--- src/rtl/mtx_ser_pkg.sv ---
// Shared mio constants: legal IO bus widths and byte-count helpers.
package mtx_ser_pkg;

  localparam int unsigned MioWordBits  = 64;
  localparam int unsigned MioWordBytes = 8;

  function automatic bit mio_iow_legal(input int unsigned iow);
    return (iow == 8) || (iow == 16) || (iow == 32) || (iow == 64);
  endfunction

  function automatic int unsigned mio_bpb(input int unsigned iow);
    return iow / 8;
  endfunction

  // Highest set valid bit plus one; gaps below it count as valid.
  function automatic logic [3:0] mio_nbytes(input logic [7:0] valid);
    logic [3:0] n;
    n = 4'd0;
    for (int i = 0; i < MioWordBytes; i++) begin
      if (valid[i]) n = 4'(i + 1);
    end
    return n;
  endfunction

endpackage

--- src/rtl/mtx_ser.sv ---
// Serialises 64-bit FIFO words into IOW-bit link beats with registered outputs
// and zero-bubble back-to-back word loading.
module mtx_ser
  import mtx_ser_pkg::*;
#(
  parameter int unsigned IOW = 16
) (
  input  logic               io_clk,
  input  logic               nreset,
  input  logic               tx_en,
  input  logic [63:0]        io_packet,
  input  logic [7:0]         io_valid,
  output logic               io_wait,
  input  logic               tx_wait,
  output logic               tx_access,
  output logic [IOW-1:0]     tx_packet,
  output logic [IOW/8-1:0]   tx_bvalid
);

  localparam int unsigned BPB    = mio_bpb(IOW);
  localparam int unsigned NBEATS = MioWordBits / IOW;
  localparam int unsigned CW     = $clog2(NBEATS) + 1;

  localparam logic [0:0] StIdle  = 1'b0;
  localparam logic [0:0] StShift = 1'b1;

  if (!mio_iow_legal(IOW)) begin : g_bad_iow
    $error("mtx_ser: illegal IOW %0d", IOW);
  end

  logic [0:0]     state_q, state_d;
  logic [CW-1:0]  cnt_q, cnt_d;
  logic [63:0]    sr_q, sr_d;
  logic [BPB-1:0] lmask_q, lmask_d;
  logic           tx_access_q, tx_access_d;
  logic [IOW-1:0] tx_packet_q, tx_packet_d;
  logic [BPB-1:0] tx_bvalid_q, tx_bvalid_d;

  logic           last_beat, load_ok, accept, drive;
  logic [3:0]     nbytes;
  logic [CW-1:0]  new_beats;
  logic [BPB-1:0] new_lmask, beat_mask;
  int unsigned    rem;

  assign last_beat = (cnt_q == CW'(1));
  assign load_ok   = tx_en & ((state_q == StIdle) |
                              ((state_q == StShift) & last_beat & ~tx_wait));
  assign accept    = load_ok & (|io_valid);
  assign io_wait   = ~load_ok;

  always_comb begin
    nbytes    = mio_nbytes(io_valid);
    new_beats = CW'((32'(nbytes) + BPB - 1) / BPB);
    rem       = 32'(nbytes) % BPB;
    // A whole final beat (remainder 0) is fully valid.
    new_lmask = (rem == 0) ? '1 : BPB'((32'd1 << rem) - 32'd1);
  end

  always_comb begin
    state_d     = state_q;
    cnt_d       = cnt_q;
    sr_d        = sr_q;
    lmask_d     = lmask_q;
    tx_access_d = tx_access_q;
    tx_packet_d = tx_packet_q;
    tx_bvalid_d = tx_bvalid_q;
    drive       = 1'b0;
    beat_mask   = '1;
    if (accept) begin
      state_d   = StShift;
      sr_d      = io_packet;
      cnt_d     = new_beats;
      lmask_d   = new_lmask;
      drive     = 1'b1;
      beat_mask = (new_beats == CW'(1)) ? new_lmask : '1;
    end else if ((state_q == StShift) && !tx_wait) begin
      if (last_beat) begin
        state_d     = StIdle;
        cnt_d       = '0;
        sr_d        = '0;
        lmask_d     = '0;
        tx_access_d = 1'b0;
        tx_packet_d = '0;
        tx_bvalid_d = '0;
      end else begin
        sr_d      = sr_q >> IOW;
        cnt_d     = cnt_q - CW'(1);
        drive     = 1'b1;
        beat_mask = (cnt_q == CW'(2)) ? lmask_q : '1;
      end
    end
    if (drive) begin
      tx_access_d = 1'b1;
      tx_bvalid_d = beat_mask;
      for (int b = 0; b < BPB; b++) begin
        tx_packet_d[b*8 +: 8] = beat_mask[b] ? sr_d[b*8 +: 8] : 8'h00;
      end
    end
  end

  always_ff @(posedge io_clk or negedge nreset) begin
    if (!nreset) begin
      state_q     <= StIdle;
      cnt_q       <= '0;
      sr_q        <= '0;
      lmask_q     <= '0;
      tx_access_q <= 1'b0;
      tx_packet_q <= '0;
      tx_bvalid_q <= '0;
    end else begin
      state_q     <= state_d;
      cnt_q       <= cnt_d;
      sr_q        <= sr_d;
      lmask_q     <= lmask_d;
      tx_access_q <= tx_access_d;
      tx_packet_q <= tx_packet_d;
      tx_bvalid_q <= tx_bvalid_d;
    end
  end

  assign tx_access = tx_access_q;
  assign tx_packet = tx_packet_q;
  assign tx_bvalid = tx_bvalid_q;

endmodule

--- config.mk ---
export PLATFORM = sky130hd
export DESIGN_NAME = mtx_ser
export DESIGN_NICKNAME = d
export VERILOG_FILES = /design/src/rtl/mtx_ser_pkg.sv /design/src/rtl/mtx_ser.sv
export SDC_FILE = /design/constraint.sdc
export NUM_CORES = 1
export LEC_CHECK = 0
export ABC_AREA = 1
export CORE_UTILIZATION = 62
export CTS_BUF_LIST = sky130_fd_sc_hd__clkbuf_16
export CTS_CLUSTER_DIAMETER = 40
export DETAILED_ROUTE_END_ITERATION = 7
export DONT_BUFFER_PORTS = 1
export PLACE_DENSITY = 0.75
export SYNTH_ARGS = -nofsm -noshare
export SYNTH_HDL_FRONTEND = slang
export SYNTH_SLANG_ARGS = --single-unit
export TNS_END_PERCENT = 30
--- constraint.sdc ---
create_clock -name io_clk -period 1.89 [get_ports io_clk]
set_input_delay 0.378 -clock io_clk [delete_from_list [all_inputs] [get_ports io_clk]]
set_output_delay 0.378 -clock io_clk [all_outputs]
set_load 0.02 [all_outputs]
==> results of run 1 <==
critical path, stage by stage, from the launching register on:
cell     delay [ns]
dfrtp_1        0.40
inv_1          0.09
ha_2           0.20
nand3_4        0.09
a21oi_4        0.17
inv_1          0.14
cells in the mapped netlist:
cell type | instances | area [µm²]
or2_2 | 1 | 6.260
buf_2 | 12 | 60.06
o21ai_2 | 1 | 8.760
and2_1 | 1 | 6.260
o211ai_1 | 4 | 30.03
a22oi_2 | 5 | 62.56
nand3_4 | 1 | 17.52
a22o_1 | 15 | 131.4
nand2_1 | 204 | 765.7
buf_4 | 5 | 37.54
ha_1 | 4 | 50.05
buf_6 | 5 | 56.30
nor2_2 | 3 | 18.77
xor2_1 | 1 | 8.760
dfrtp_1 | 80 | 2002
inv_2 | 4 | 15.01
o21ai_0 | 4 | 20.02
a21oi_1 | 2 | 10.01
nand4_1 | 1 | 6.260
nand2_2 | 1 | 6.260
nand4_2 | 1 | 12.51
o21a_1 | 1 | 7.510
a21oi_4 | 1 | 16.27
nand2_4 | 2 | 22.52
inv_1 | 17 | 63.81
nor2_1 | 7 | 26.28
a22oi_1 | 2 | 15.01
nand3_1 | 42 | 210.2
per-stage QoR:
stage | instance area [µm²] | TNS (ns) | setup WS (ns) | cells
floorplan | 3694 | 0 | 0.2237 | 427
global placement | 3730 | 0 | 0.09358 | 487
detailed placement | 3730 | -0.2766 | -0.04254 | 487
CTS | 4040 | 0 | 0.04282 | 502
global route | 4055 | 0 | 0.005654 | 502
finish | 4055 | 0 | 0.09288 | 502
registers in the layout, indices dropped and copies added, names as in the netlist:
signal	flops
tx_access	1
sr_q	56
state_q	1
lmask_q	1
cnt_q	3
tx_packet	16
tx_bvalid	2
power by group through the flow:
stage / Clock (µW) / Sequential [µW] / Combinational [µW]
2_1_floorplan: 0 / 2960 / 1710
3_3_place_gp: 0 / 3070 / 1940
3_5_place_dp: 0 / 3100 / 2020
4_1_cts: 1820 / 3090 / 2060
5_1_grt: 1880 / 3170 / 2350
6_report: 1800 / 3100 / 2070
repair_timing:
item / 4_1_cts / 5_1_grt
endpoints found under the hold margin: 80 / 80
setup endpoints to repair: 0 / 9
resized for setup: 0 / 5
routing by layer:
metal	wire [µm]	share of wire [%]
met2	3840	47
met3	557	6.8
met1	3622	45
met5	0	0
met4	114	1.4
worst max path at each step:
| stage | to | depth (start not counted) |
|---|---|---|
| 3_3_place_gp | tx_packet[9]$_DFFE_PN0P_ | 15 |
| 4_1_cts | tx_packet[11]$_DFFE_PN0P_ | 9 |
| 3_5_place_dp | tx_packet[13]$_DFFE_PN0P_ | 15 |
| 5_1_grt | tx_packet[11]$_DFFE_PN0P_ | 11 |
| 6_report | io_wait | 5 |
| 2_1_floorplan | tx_packet[10]$_DFFE_PN0P_ | 15 |
kinds of logic after synthesis:
kind of cell,after synthesis,synth area share [%]
simple gates,264,29.74
flops,80,54.20
buf+inv,43,6.301
compound gates,35,8.164
fa+ha+maj,4,1.355
xor+xnor,1,0.2372
final cells by class:
class / instances / area, µm²
clock buffer: 9 / 225.2
clock inverter: 6 / 85.08
fill: 429 / 1553
inverter: 21 / 81.33
multi-input combinational: 304 / 1471
sequential: 80 / 2002
tap: 72 / 90.09
timing repair buffer: 10 / 100.1
==> impl_metrics.yaml, run 1 <==
run_status:
  status: "finished with violations"
  violations: "hold timing"
flow_run:
  cap_violations: 0
power_and_ir_drop:
  cellInternalPower_uw: 4382
  pwr-share-seq_pct: 44.5
  p_leak_uw: 0.002083
  vdd_ir_drop_max_uv: 967.2
  switchingPower_uw: 2580
  power_density_mw_per_mm2: 1717
  p_sw_share_pct: 37.06
  pwr-share-clk_pct: 25.9
  combPwrFrac_pct: 29.7
  finalPower_uw: 6963
routing:
  vias_per_cell: 5.647
  drc_errors: 0
  wl_um: 8134
  drt-pass1-iter-count: 6
  vias: 2835
  drtIter0Drc: 196
  wire_per_inst_um: 16.20
  antenna_left: 0
clock_tree:
  ctsRootBufferMaster: "clkbuf_16"
  h-tree-depth: 3
  clockBufferDepth: 2
  cts_tree: "built"
  cts_buffers: 9
  postCtsSetupBuffers: 0
  clock_sinks: 80
  clock_latency_ns: 0.33
  clk_pin_slew_ns: 0.06
worst_setup_path:
  cp.required_ns: 1.51
  worst-r2r-cell-count: 11
  startpoint_type: "flop"
  timing.rr.end: "tx_packet[11]$_DFFE_PN0P_"
  critPathMaxFanout: 3
  crit_arrival_ns: 1.42
  crit_type: "flop to output port"
  endpoint_kind: "output port"
  startpoint: "cnt_q[1]$_DFFE_PN0P_"
  regToRegSetupSlack_ns: 0.12
  regToRegStartpoint: "cnt_q[1]$_DFFE_PN0P_"
place:
  hpwl_um: 5474
  gp_congestion: 0.7889
  numPortBuffers: 0
yosys:
  ys_seq_area_share_pct: 54.20
  synth_area_mm2: 0.003694
  syn_inst: 427
  ys_warn_count: 0
  synth.avg_cell_area_um2: 8.650
  synthesis.nets: 507
  synth_cell_type_count: 28
  synth_seq_cells: 80
global_route:
  grt_pass1_wl_um: 13180
  grt_pass1_vias: 2827
  gr-total-overflow: 0
  grt_usage_pct: 28.13
  use_met2_pct: 45.69
  antenna_found_initial: 0
  use_met3_pct: 6.322
  grt_max_degree: 81
  busiest_layer: "met2"
  grtUsageMet1_pct: 36.95
layout:
  antenna_cells: 0
  final_common_cell: "nand2_1"
  utilization_pct: 72.31
  drive_gt1_share_pct: 10.70
  area_delta_synth_final_pct: 9.790
  final_cell_mix: "203 x nand2_1, 80 x dfrtp_1, 42 x nand3_1"
  num-nets-final: 506
floorplan:
  start_util_pct: 65.86
  fp.dieH_um: 79.19
  rows: 27
  die_w_um: 79.19
  dieArea_mm2: 0.006270
  core_mm2: 0.005608
  ios: 96
sta:
  finalCritPeriodShare_pct: 95.09
  relSlewSlack_pct: 69.92
  whs_ns: -0.2543
  timing_hold_violations_final: 80
  tightest_slew_ns: 0.4507
  skew_ns: 0.005370
  period_minus_slack_ns: 1.797
  slew_viol_final: 0
  rsz0062_at_grt: "no"
  clock.fmax_mhz: 556.4
  setup_viol: 0
min_path:
  hold_path_class: "input port to asynchronous set/reset pin"
(Power assumes the default switching activity.)
==> inputs of run 2 (changes only) <==
HOLD_SLACK_MARGIN = 0.1   (was not set)
==> results of run 2 <==
Same layout as run 1: the final DEF is identical, and so are final timing and power.
==> inputs of run 3 (changes only) <==
ABC_AREA = not set   (was 1)
==> impl_metrics.yaml, run 3 <==
clock_tree:
  h-tree-depth: 3
  cts_buffers: 9
  clk_pin_slew_ns: 0.06
  ctsRootBufferMaster: "clkbuf_16"
  clockBufferDepth: 2
  cts_tree: "built"
  clock_latency_ns: 0.33
  clock_sinks: 79
worst_setup_path:
  crit_type: "flop to output port"
  cp-endpoint: "io_wait"
  cp.required_ns: 1.51
  crit_arrival_ns: 1.45
  regToRegSetupSlack_ns: 0.09
  startpoint_type: "flop"
  endpoint_kind: "output port"
  regToRegStartpoint: "cnt_q[0]$_DFFE_PN0P_"
  critPathMaxFanout: 4
  startpoint: "cnt_q[1]$_DFFE_PN0P_"
  timing.rr.end: "tx_packet[13]$_DFFE_PN0P_"
  worst-r2r-cell-count: 7
yosys:
  synth_most_common_cell: "nand2_1"
  synth_edf_count: 0
  ys_warn_count: 0
  synth_top_area_share_pct: 57.25
  synth_seq_cells: 79
  synthArstFlopShare_pct: 100.0
  synthFlopType: "dfrtp_1"
  synthesis.nets: 423
  synth.avg_cell_area_um2: 10.07
  ys_seq_area_share_pct: 57.25
  syn_inst: 343
  yosys.area.top_type: "dfrtp_1"
  yosys-top-cells-count: "102 x nand2_1, 79 x dfrtp_1, 32 x a22oi_1, 17 x a22o_1, 17 x nand3_1"
  yosys-top-cells-area: "dfrtp_1 57%, nand2_1 11%, a22oi_1 7.0%, a22o_1 4.3%, nand3_1 2.5%"
  synth_area_mm2: 0.003453
  synth_cell_type_count: 31
place:
  dpl_worst_slack_ns: -0.3252
  hpwl_um: 5043
  gp_congestion: 0.7729
  placed_cells_incl_taps: 413
  dpl_cell_area_mm2: 0.003676
  numPortBuffers: 0
run_status:
  status: "finished with violations"
  violations: "hold timing"
sta:
  finalCritPeriodShare_pct: 96.51
  fin_ws_ns: 0.06602
  rsz0062_at_grt: "no"
  clock.fmax_mhz: 548.3
  period_minus_slack_ns: 1.824
  tightest_slew_ns: 0.3948
  skew_ns: 0.005444
  setup_tns_ns: 0
  timing_hold_violations_final: 79
  slew_viol_final: 0
  relSlewSlack_pct: 73.63
  setup_viol: 0
  whs_ns: -0.2611
routing:
  vias: 2581
  vias_per_cell: 6.002
  wire_per_inst_um: 17.59
  drtIter0Drc: 158
  wl_um: 7562
  drt-pass1-iter-count: 5
  drc_errors: 0
  antenna_left: 0
power_and_ir_drop:
  switchingPower_uw: 2300
  pwr-share-seq_pct: 43.6
  power_density_mw_per_mm2: 1660
  pwr-share-clk_pct: 27.3
  combPwrFrac_pct: 29.1
  p_sw_share_pct: 34.10
  p_leak_uw: 0.002070
  vdd_ir_drop_max_uv: 987.5
  cellInternalPower_uw: 4444
global_route:
  grt_pass1_vias: 2623
  grt_pass1_wl_um: 12460
  grt_usage_pct: 27.56
  antenna_found_initial: 0
  grt_max_degree: 80
  gr-total-overflow: 0
layout:
  largest_reg_flops: 55
  num-nets-final: 435
  final_cell_mix: "101 x nand2_1, 79 x dfrtp_1, 32 x a22oi_1"
  drive_gt1_share_pct: 15.00
  regMostFlops: "sr_q"
  antenna_cells: 0
  final_common_cell: "nand2_1"
  layout.cells.non_filler: 430
  finalInstanceArea_mm2: 0.004063
  area_delta_synth_final_pct: 17.65
floorplan:
  start_util_pct: 65.93
  core_mm2: 0.005238
  fp.dieH_um: 76.63
  ios: 96
  dieArea_mm2: 0.005872
  die_w_um: 76.63
  rows: 26
min_path:
  hold_path_class: "input port to asynchronous set/reset pin"
flow_run:
  cap_violations: 0
==> run 3: cell types whose count changed in the layout (fill, tap and decap cells not counted), sizes merged, moves of 10 or more <==
| cell | delta |
|---|---|
| nand3 | -26 |
| nand2 | -105 |
| a21o | +10 |
| buf | +17 |
| inv | -18 |
| a22oi | +25 |
==> run 3: kinds of logic (layout without fill, tap and decap cells) <==
family / Yosys count / in the layout / share of synthesized area (%)
AO/OA/AOI/OAI: 80 / 80 / 17.93
flip-flops: 79 / 79 / 57.25
buffers and inverters: 29 / 46 / 3.986
adder cells (fa/ha/maj): 4 / 4 / 1.449
AND/OR/NAND/NOR: 149 / 149 / 18.88
XOR/XNOR: 2 / 2 / 0.5073
==> run 3: worst min-delay path by stage <==
stage | to | start | slack, ns | cells after the start
after floorplan | cnt_q[0]$_DFFE_PN0P_ | nreset | 0.08 | 0
after global placement | sr_q[11]$_DFF_PN0_ | nreset | 0.08 | 0
after detailed placement | sr_q[11]$_DFF_PN0_ | nreset | 0.08 | 0
after CTS | tx_bvalid[0]$_DFFE_PN0P_ | nreset | -0.27 | 0
after global routing | tx_packet[9]$_DFFE_PN0P_ | nreset | -0.28 | 0
final | tx_packet[9]$_DFFE_PN0P_ | nreset | -0.26 | 0
==> run 3: what timing repair did <==
item,in CTS,in global routing
resized for setup,7,4
endpoints found under the setup margin,49,18
setup buffers,1,0
hold endpoints to repair,79,79
pin swaps,1,1
==> run 3: critical path: stages, from the launching register on <==
cell	delay, ns
dfrtp_1	0.40
inv_2	0.08
ha_4	0.14
nand2b_4	0.06
o21ai_4	0.19
buf_4	0.15
nand2_2	0.09
==> run 3: layout make-up <==
class                   count  area, µm²
clock buffers               9      225.2
multi-input cells         235       1411
flip-flops and latches     79       1977
repair buffers             27      252.7
inverters                   3      11.26
fillers                   355       1175
clock inverters             7      97.59
well taps                  70      87.58
==> run 3: stage by stage <==
step / power (µW) / utilization, %
after floorplan: 4204 / -
after detailed placement: 4801 / 70.19
after CTS: 6737 / 77.14
after global routing: 7150 / 77.57
final: 6744 / 77.57
after global placement: 4679 / 70.19
==> run 3: power by group through the flow <==
stage	logic, µW	registers [µW]	clock network [µW]
CTS	1940	2930	1870
floorplan	1350	2850	0
finish	1960	2940	1840
detailed placement	1850	2950	0
global placement	1760	2920	0
global route	2210	3010	1930
==> run 3: per-layer routing <==
| layer | routed length, µm | GRT usage, % |
|---|---|---|
| met1 | 3251 | 35.17 |
| met2 | 3636 | 44.68 |
| met3 | 554 | 9.701 |
| met4 | 120 | 7.500 |
| met5 | 0 | 0 |
